File: config.mk
export PLATFORM = sky130hd
export DESIGN_NAME = regfile_store_seq_flat
export DESIGN_NICKNAME = d
export VERILOG_FILES = /design/src/rtl/regfile_store_seq_if.sv /design/src/rtl/regfile_store_seq.sv /design/src/flat_wrapper.sv
export SDC_FILE = /design/constraint.sdc
export NUM_CORES = 1
export LEC_CHECK = 0
export CORE_MARGIN = 1
export CORE_UTILIZATION = 52
export DETAILED_ROUTE_END_ITERATION = 7
export GPL_TIMING_DRIVEN = 0
export PLACE_DENSITY = 0.83
export SYNTH_ARGS = -nofsm -noshare
export SYNTH_HDL_FRONTEND = slang
export SYNTH_SLANG_ARGS = --single-unit
File: constraint.sdc
create_clock -name clk -period 5.7 [get_ports clk]
set_input_delay 1.71 -clock clk [delete_from_list [all_inputs] [get_ports clk]]
set_output_delay 1.71 -clock clk [all_outputs]
set_load 0.01 [all_outputs]
File: src/rtl/regfile_store_seq_if.sv
// Beat channel from the store-multiple sequencer to the data-memory write path.
// The sequencer drives the master side; the memory write path is the slave.
interface regfile_store_seq_if;
    logic        m_valid;
    logic        m_ready;
    logic [31:0] m_addr;
    logic [31:0] m_data;
    logic        m_last;

    modport master (
        output m_valid,
        input  m_ready,
        output m_addr,
        output m_data,
        output m_last
    );

    modport slave (
        input  m_valid,
        output m_ready,
        input  m_addr,
        input  m_data,
        input  m_last
    );
endinterface

File: src/rtl/regfile_store_seq.sv
// STM-style read sequencer: walks a register list lowest-first and emits (address, data) beats.
// Optional base-register writeback outputs are enabled by defining REGFILE_STORE_SEQ_WB_EN.
module regfile_store_seq #(
    parameter int ADDR_STEP = 4,
    parameter int NREGS     = 16
) (
    input  logic                     clk,
    input  logic                     reset,
    input  logic                     start,
    input  logic [NREGS-1:0]         reglist,
    input  logic [31:0]              base_addr,
    output logic [$clog2(NREGS)-1:0] ra,
    input  logic [31:0]              rd,
    regfile_store_seq_if.master      m,
`ifdef REGFILE_STORE_SEQ_WB_EN
    input  logic [$clog2(NREGS)-1:0] base_ra,
    output logic                     base_we,
    output logic [31:0]              base_wd,
    output logic [$clog2(NREGS)-1:0] base_wa,
`endif
    output logic                     busy,
    output logic                     done
);

    localparam int IW = $clog2(NREGS);
    localparam int CW = $clog2(NREGS + 1);

    typedef enum logic [1:0] {
        ST_IDLE,
        ST_LOAD,
        ST_ISSUE
    } state_t;

    state_t             state_reg;
    logic [NREGS-1:0]   pending_reg;
    logic [31:0]        cur_addr_reg;
    logic               m_valid_reg;
    logic               m_last_reg;
    logic [31:0]        m_addr_reg;
    logic [31:0]        m_data_reg;
    logic               done_reg;

    logic [NREGS-1:0]   low_bit;
    logic [NREGS-1:0]   pending_next;
    logic               single_left;
    logic               handshake;
    logic               do_load;

    // Isolating the lowest set bit and clearing it share the same pending-1 term.
    assign low_bit      = pending_reg & (~pending_reg + NREGS'(1));
    assign pending_next = pending_reg & (pending_reg - NREGS'(1));
    assign single_left  = (pending_next == '0);
    assign handshake    = m_valid_reg & m.m_ready;
    assign do_load      = (state_reg == ST_LOAD) ||
                          ((state_reg == ST_ISSUE) && handshake && (pending_reg != '0));

    // One-hot to binary: each ra bit ORs the one-hot positions whose index has that bit set.
    generate
        for (genvar gi = 0; gi < IW; gi++) begin : g_enc
            logic [NREGS-1:0] sel;
            for (genvar gj = 0; gj < NREGS; gj++) begin : g_sel
                assign sel[gj] = 1'((gj >> gi) & 1);
            end
            assign ra[gi] = |(low_bit & sel);
        end
    endgenerate

`ifdef REGFILE_STORE_SEQ_WB_EN
    logic [CW-1:0] pop_cnt;
    logic [31:0]   base_wd_reg;
    logic [IW-1:0] base_wa_reg;

    always_comb begin
        pop_cnt = '0;
        for (int i = 0; i < NREGS; i++) begin
            pop_cnt = pop_cnt + CW'(reglist[i]);
        end
    end

    assign base_we = done_reg;
    assign base_wd = base_wd_reg;
    assign base_wa = base_wa_reg;
`endif

    always_ff @(posedge clk) begin
        if (reset) begin
            state_reg    <= ST_IDLE;
            pending_reg  <= '0;
            cur_addr_reg <= '0;
            m_valid_reg  <= 1'b0;
            m_last_reg   <= 1'b0;
            m_addr_reg   <= '0;
            m_data_reg   <= '0;
            done_reg     <= 1'b0;
`ifdef REGFILE_STORE_SEQ_WB_EN
            base_wd_reg  <= '0;
            base_wa_reg  <= '0;
`endif
        end else begin
            done_reg <= 1'b0;
            case (state_reg)
                ST_IDLE: begin
                    if (start) begin
`ifdef REGFILE_STORE_SEQ_WB_EN
                        base_wd_reg <= base_addr + 32'(ADDR_STEP) * 32'(pop_cnt);
                        base_wa_reg <= base_ra;
`endif
                        if (reglist != '0) begin
                            pending_reg  <= reglist;
                            cur_addr_reg <= base_addr;
                            state_reg    <= ST_LOAD;
                        end else begin
                            done_reg <= 1'b1;
                        end
                    end
                end
                ST_LOAD: begin
                end
                ST_ISSUE: begin
                    if (handshake && m_last_reg) begin
                        m_valid_reg <= 1'b0;
                        m_last_reg  <= 1'b0;
                        done_reg    <= 1'b1;
                        state_reg   <= ST_IDLE;
                    end
                end
                default: state_reg <= ST_IDLE;
            endcase

            // Loading the next beat on the accepting edge keeps the stream at one beat per cycle.
            if (do_load) begin
                m_data_reg   <= rd;
                m_addr_reg   <= cur_addr_reg;
                m_valid_reg  <= 1'b1;
                m_last_reg   <= single_left;
                pending_reg  <= pending_next;
                cur_addr_reg <= cur_addr_reg + 32'(ADDR_STEP);
                state_reg    <= ST_ISSUE;
            end
        end
    end

    assign m.m_valid = m_valid_reg;
    assign m.m_last  = m_last_reg;
    assign m.m_addr  = m_addr_reg;
    assign m.m_data  = m_data_reg;
    assign busy      = (state_reg != ST_IDLE);
    assign done      = done_reg;

endmodule

File: src/flat_wrapper.sv
// flat-port wrapper written by rule: the top's interface ports become plain ports
module regfile_store_seq_flat 
#(
    parameter int ADDR_STEP = 4,
    parameter int NREGS     = 16
)
  (clk, reset, start, reglist, base_addr, ra, rd, busy, done, m_m_valid, m_m_ready, m_m_addr, m_m_data, m_m_last);
  regfile_store_seq_if m_i ();
  input  logic clk;
  input  logic reset;
  input  logic start;
  input  logic [NREGS-1:0] reglist;
  input  logic [31:0] base_addr;
  output logic [$clog2(NREGS)-1:0] ra;
  input  logic [31:0] rd;
  output logic busy;
  output logic done;
  output wire logic [$bits(m_i.m_valid)-1:0] m_m_valid;
  input wire logic [$bits(m_i.m_ready)-1:0] m_m_ready;
  output wire logic [$bits(m_i.m_addr)-1:0] m_m_addr;
  output wire logic [$bits(m_i.m_data)-1:0] m_m_data;
  output wire logic [$bits(m_i.m_last)-1:0] m_m_last;
  assign m_m_valid = m_i.m_valid;
  assign m_i.m_ready = m_m_ready;
  assign m_m_addr = m_i.m_addr;
  assign m_m_data = m_i.m_data;
  assign m_m_last = m_i.m_last;
  regfile_store_seq #(.ADDR_STEP(ADDR_STEP), .NREGS(NREGS)) u_core (.clk(clk), .reset(reset), .start(start), .reglist(reglist), .base_addr(base_addr), .ra(ra), .rd(rd), .m(m_i), .busy(busy), .done(done));
endmodule
==> out/metrics.yaml, run 1 <==
clock_latency_ns: 0.53
synthAdderAreaFrac: 0.00412
ioPinCount: 156
synth-seq-cells: 117
r2r_cells: 6
power.density_nw_per_um2: 357
hold_path.class: "flip-flop to flip-flop"
antenna_found_initial: 0
gp_congestion: 0.922
fmax_mhz: 210
cp_max_fo: 7
worst_pin_slew_ns: 0.823
max_slew_margin: 0.447
yosys.cell_count.top_type: "nand2_1"
r2r_end: "u_core.cur_addr_reg[26]$_SDFFE_PP0P_"
place_hpwl_mm: 12.9
endpoint_kind: "output pin"
cts.clk_slew.worst_paths_ns: 0.06
ir_worst_vdd_v: 0.000228
power_leakage_nw: 2.67
cts_root_buffer: "clkbuf_8"
status: "finished clean"
hold_viol: 0
synth.top_cell.area_share: 0.429
cp-start-kind: "flip-flop"
grt_pass1_vias: 5895
worstHoldStart: "u_core.m.m_addr[13]$_SDFFE_PP0N_"
cts-hold-fix-buffers: 0
die_w_um: 105
synth.area.top_cells: "dfxtp_1 (43%), nand2_1 (13%), a21oi_1 (8.8%), o211ai_1 (2.6%), a31oi_1 (1.8%)"
io_buffers: 155
num_rows: 37
cts_made_buffers: 17
synth_mux_area_frac: 0.0224
seq_area_frac_synth: 0.429
die-area_um2: 10900
postCtsResizedCells: 0
synth_area_per_cell_um2: 8.01
synth_nets: 767
drive_gt1_frac: 0.0922
synth_flop_cell: "dfxtp_1"
synthXorXnorAreaFrac: 0
fin_worst_skew_ns: 0.0104
synthSimpleGateAreaFrac: 0.262
yosysUniqueCellTypes: 60
synth_compound_area_frac: 0.226
synth_edf_count: 0
cp-endpoint: "ra[0]"
critPathKind: "flip-flop to output pin"
htreeDepth: 4
via_count: 6081
report.final.setup_viol: 0
arrival_ns: 3.06
drt_iter0_markers: 522
tns_ns: 0
num-nets-final: 941
cp.required_ns: 3.99
n_antenna_cell: 0
wl_per_cell_um: 18.0
synth_top_family_by_area: "simple AND/OR/NAND/NOR gates"
finalPower_mw: 2.77
drtAntennaViolNets: 0
grt_remaining_overflow: 0
synth_common_cells: "nand2_1 (184), dfxtp_1 (117), a21oi_1 (96)"
period_share: 0.837
tritoncts: "built"
start_util: 0.532
max-cap-violations: 0
regToRegStartpoint: "u_core.cur_addr_reg[2]$_SDFFE_PP0P_"
rsz0062_at_grt: "false"
yosysWarnings: 0
regToRegSetupSlack_ns: 3.19
crit_start: "u_core.pending_reg[0]$_SDFFE_PP0P_"
async_flop_share: 0
grt_first_pass_wirelength_mm: 28.6
grt_max_degree: 17
drc: 0
syn_to_final_growth_pct: 42.1
fill_cells: 796
numClockSinks: 117
vias_per_cell: 6.06
fp.coreArea_um2: 10300
synth_top_area_cell: "dfxtp_1"
drv_slew: 0
die_height_um: 105
syn_area_um2: 5460
synthCells: 682
min_period_ns: 4.77
clk_path_buf_depth: 2
post_cts_buffers: 0
wl_mm: 18.1
track_usage: 0.334
drtPass1Iterations: 7
layout make-up:
type                       count  area, µm²  share of cell area
inverter                      10       37.5             0.00483
tap                          136        170              0.0219
clock inverter                 9        128              0.0164
buffer                        48        272              0.0350
clock buffer                  22        453              0.0583
timing repair buffer         155       1550               0.200
multi-input combinational    507       2810               0.362
sequential                   117       2340               0.302
cells in the final DEF, fill, tap and decap left out, drive strengths merged, types with 12 or more instances in the layout:
cell type / n
nand2: 184
clkdlybuf4s50: 155
dfxtp: 117
a21oi: 97
clkbuf: 43
buf: 27
nor2: 21
o211ai: 19
nand3: 18
a31oi: 16
or3: 13
or4: 12
metal layers:
layer,vias to the layer above,track usage,share of wire
met5,-,0,0
met4,0,0.204,0.043
met3,68,0.0721,0.088
met2,401,0.552,0.48
met1,2812,0.396,0.39
li1,2800,-,-
report_power, final:
part           internal [mW]  switching (mW)  leakage [nW]
logic                  0.323           0.413          1.44
clock network          0.684           0.373         0.277
registers              0.902          0.0815         0.954
total                   1.91           0.867          2.67
cell families after synthesis:
logic type / Yosys count
multiplexers: 12
adder cells (fa/ha/maj): 2
flip-flops: 117
AND/OR/NAND/NOR: 302
AO/OA/AOI/OAI: 191
buffers and inverters: 58
critical path: stages, from the launching register on:
cell and delay (ns):
dfxtp_1 0.36, nor4_1 0.52, nand2_1 0.29, or3_1 0.46, nor3_1 0.21, a211o_1 0.16, clkdlybuf4s50_1 0.54
per-stage QoR:
step	hold WS, ns	cells	area (µm²)	setup slack (ns)	util
after floorplan	0.432	682	5460	2.29	-
after global placement	0.441	973	7190	1.49	0.699
after detailed placement	0.447	973	7190	1.49	0.699
after CTS	0.454	1004	7770	0.961	0.756
after global routing	0.474	1004	7770	0.782	0.756
final	0.453	1004	7770	0.928	0.756
worst min path at each step:
stage / end / slack, ns / depth (start not counted)
floorplan: u_core.m.m_addr[0]$_SDFFE_PP0N_ / 0.43 / 2
global placement: u_core.m.m_data[25]$_SDFFE_PP0N_ / 0.44 / 2
detailed placement: u_core.m.m_addr[13]$_SDFFE_PP0N_ / 0.45 / 2
CTS: u_core.m.m_addr[13]$_SDFFE_PP0N_ / 0.45 / 2
global route: u_core.m.m_addr[19]$_SDFFE_PP0N_ / 0.47 / 2
finish: u_core.m.m_addr[13]$_SDFFE_PP0N_ / 0.45 / 2
(Power assumes the default switching activity.)
==> inputs of run 2 (changes only) <==
--- a/config.mk
+++ b/config.mk
@@ -6,10 +6,10 @@
 export NUM_CORES = 1
 export LEC_CHECK = 0
 export CORE_MARGIN = 1
-export CORE_UTILIZATION = 52
+export CORE_UTILIZATION = 43
 export DETAILED_ROUTE_END_ITERATION = 7
 export GPL_TIMING_DRIVEN = 0
-export PLACE_DENSITY = 0.83
+export PLACE_DENSITY = 0.73
 export SYNTH_ARGS = -nofsm -noshare
 export SYNTH_HDL_FRONTEND = slang
 export SYNTH_SLANG_ARGS = --single-unit
==> constraint.sdc (replaced) <==
create_clock -name clk -period 4 [get_ports clk]
set_input_delay 1.2 -clock clk [delete_from_list [all_inputs] [get_ports clk]]
set_output_delay 1.2 -clock clk [all_outputs]
set_load 0.01 [all_outputs]
==> run 2 against run 1 <==
Critical path depth decreased by 1. Die area increased by 21%. Final area increased by 2.6%. Setup slack got worse by 0.74 ns. Register-to-register slack got worse by 1.7 ns. Cell count increased by 3.5%. Count of clock-buffer cells in the layout decreased by 3. Combinational power increased by 44%. Worst hold slack got worse by 0.0032 ns. Clock skew decreased by 0.0027 ns. Global-route usage decreased by 4.7 points. Non-clock buffer count increased by 1. Largest power group unchanged.
==> out/metrics.yaml, run 2 (synthesis gave the netlist of run 1 again) <==
period_share: 0.953
track_usage: 0.288  # -0.0466
tritoncts: "built"
die-area_um2: 13200  # +21%
power.density_nw_per_um2: 537  # +50%
regToRegStartpoint: "u_core.pending_reg[7]$_SDFFE_PP0P_"
top_layer: "met4"
io_buffers: 155  # unchanged
syn_to_final_growth_pct: 45.8
power_leakage_nw: 2.75  # +3.1%
dp_cells: 1005  # +3.3%
die_w_um: 115  # +9.8%
grt_max_degree: 17  # unchanged
cp-start-kind: "flip-flop"
num-nets-final: 942  # +0.11%
path_cells: "nor4_4, nand2_2, or3_1, o22ai_1, clkdlybuf4s50_1"
drive_gt1_frac: 0.100  # +0.00783
antenna_found_initial: 1  # +1
cts_root_buffer: "clkbuf_16"
worstHoldStart: "u_core.m.m_addr[19]$_SDFFE_PP0N_"
vias_per_cell: 5.63  # -7.0%
fill_cells: 1059  # +33%
fin_worst_skew_ns: 0.00766  # -0.00273 ns
place_ws_ns: 0.278  # -1.21 ns
hold_viol: 0  # unchanged
start_util: 0.447  # -0.0842
fmax_mhz: 262
htreeDepth: 4  # unchanged
slowest_stage: "clkdlybuf4s50_1"
fin_ws_ns: 0.186  # -0.741 ns
final_cell_mix: "nand2_1 (183), clkdlybuf4s50_1 (154), dfxtp_1 (117)"
wl_per_cell_um: 17.6  # -1.9%
drtAntennaViolNets: 0  # unchanged
status: "finished clean"
worst_pin_slew_ns: 0.783  # -0.0398 ns
drtPass1Iterations: 5  # -2
cts.clk_slew.worst_paths_ns: 0.06  # about the same
gp_congestion: 0.928  # +0.73%
grt_remaining_overflow: 0  # unchanged
cpPeakStageDelay_ns: 0.58  # +0.04 ns
max-cap-violations: 0  # unchanged
cp_max_fo: 7  # unchanged
cts_made_buffers: 17  # unchanged
rsz0062_at_grt: "false"
drt_iter0_markers: 337  # -35%
whs_ns: 0.450  # -0.00321 ns
cts-hold-fix-buffers: 0  # unchanged
grt_first_pass_wirelength_mm: 28.7  # +0.50%
via_count: 5854  # -3.7%
cp.required_ns: 2.80  # -1.19 ns
report.final.setup_viol: 0  # unchanged
numClockSinks: 117  # unchanged
met2WireLength_mm: 8.86  # +2.4%
drc: 0  # unchanged
wl_met1_mm: 7.55  # +7.0%
drv_slew: 0  # unchanged
critPathKind: "flip-flop to output pin"
clock_latency_ns: 0.42  # -0.11 ns
grt_pass1_vias: 5720  # -3.0%
wl_met3_mm: 1.43  # -10%
die_height_um: 115  # +9.8%
fp.coreArea_um2: 12200  # +19%
arrival_ns: 2.61  # -0.45 ns
crit_start: "u_core.pending_reg[0]$_SDFFE_PP0P_"
ioPinCount: 156  # unchanged
hold_path.class: "flip-flop to flip-flop"
place_hpwl_mm: 13.1  # +1.6%
finalPower_mw: 4.28  # +54%
ir_worst_vdd_v: 0.000324  # +42%
endpoint_kind: "output pin"
clk_path_buf_depth: 2  # unchanged
layout_commonest_cell: "nand2_1"
tns_ns: 0  # unchanged
wl_mm: 18.3  # +1.5%
finalNonFillerCells: 1039  # +3.5%
min_period_ns: 3.81
max_slew_margin: 0.474  # +0.0268
num_rows: 40  # +8.1%
## run 2: what timing repair did
action,4_1_cts,5_1_grt
hold endpoints to repair,0,0
pin swaps,0,1
buffers inserted,0,1
endpoints found under the setup margin,2,2
resized for setup,2,3
## run 2: critical path: cells and delay by family (launching register included)
| family | cells | cell delay, ns |
|---|---|---|
| AND/OR/NAND/NOR | 3 | 0.99 |
| AO/OA/AOI/OAI | 1 | 0.25 |
| flip-flops | 1 | 0.38 |
| buffers and inverters | 1 | 0.58 |
## run 2: report_power, final
| part | internal [mW] | switching, mW |
|---|---|---|
| Clock | 1.26 | 0.557 |
| Combinational | 0.468 | 0.591 |
| Sequential | 1.28 | 0.120 |
## run 2: worst paths after layout
kind	depth (start not counted)	endpoint	slack [ns]
worst max-delay path	5	ra[1]	0.19
worst min-delay path	2	u_core.m.m_addr[19]$_SDFFE_PP0N_	0.45
worst max register to register	7	u_core.cur_addr_reg[8]$_SDFFE_PP0P_	1.50
worst min register to register	2	u_core.m.m_addr[19]$_SDFFE_PP0N_	0.45
## run 2: area by class of cell
class                      instances  area (µm²)  area share
multi-input combinational        507        2840       0.356
antenna                            1        2.50    0.000314
clock inverter                    13         251      0.0316
inverter                          10        37.5     0.00471
clock buffer                      19         453      0.0568
sequential                       117        2340       0.294
timing repair buffer             156        1560       0.196
tap                              168         210      0.0264
buffer                            48         272      0.0341
## run 2: layer usage
metal,vias up,global-route usage
met5,-,0
li1,2800,-
met4,0,0.146
met1,2767,0.333
met2,246,0.486
met3,41,0.0821
## run 2: through the flow
step                      area, µm²  utilization
after floorplan                5460            -
after global placement         7230        0.592
after detailed placement       7230        0.592
after CTS                      7950        0.651
after global routing           7970        0.652
final                          7970        0.653
==> inputs of run 3 (changes only) <==
--- a/config.mk
+++ b/config.mk
@@ -13,3 +13,4 @@
 export SYNTH_ARGS = -nofsm -noshare
 export SYNTH_HDL_FRONTEND = slang
 export SYNTH_SLANG_ARGS = --single-unit
+export TNS_END_PERCENT = 30
==> results of run 3 <==
The final DEF is identical to that of run 2; final timing and power are the same.
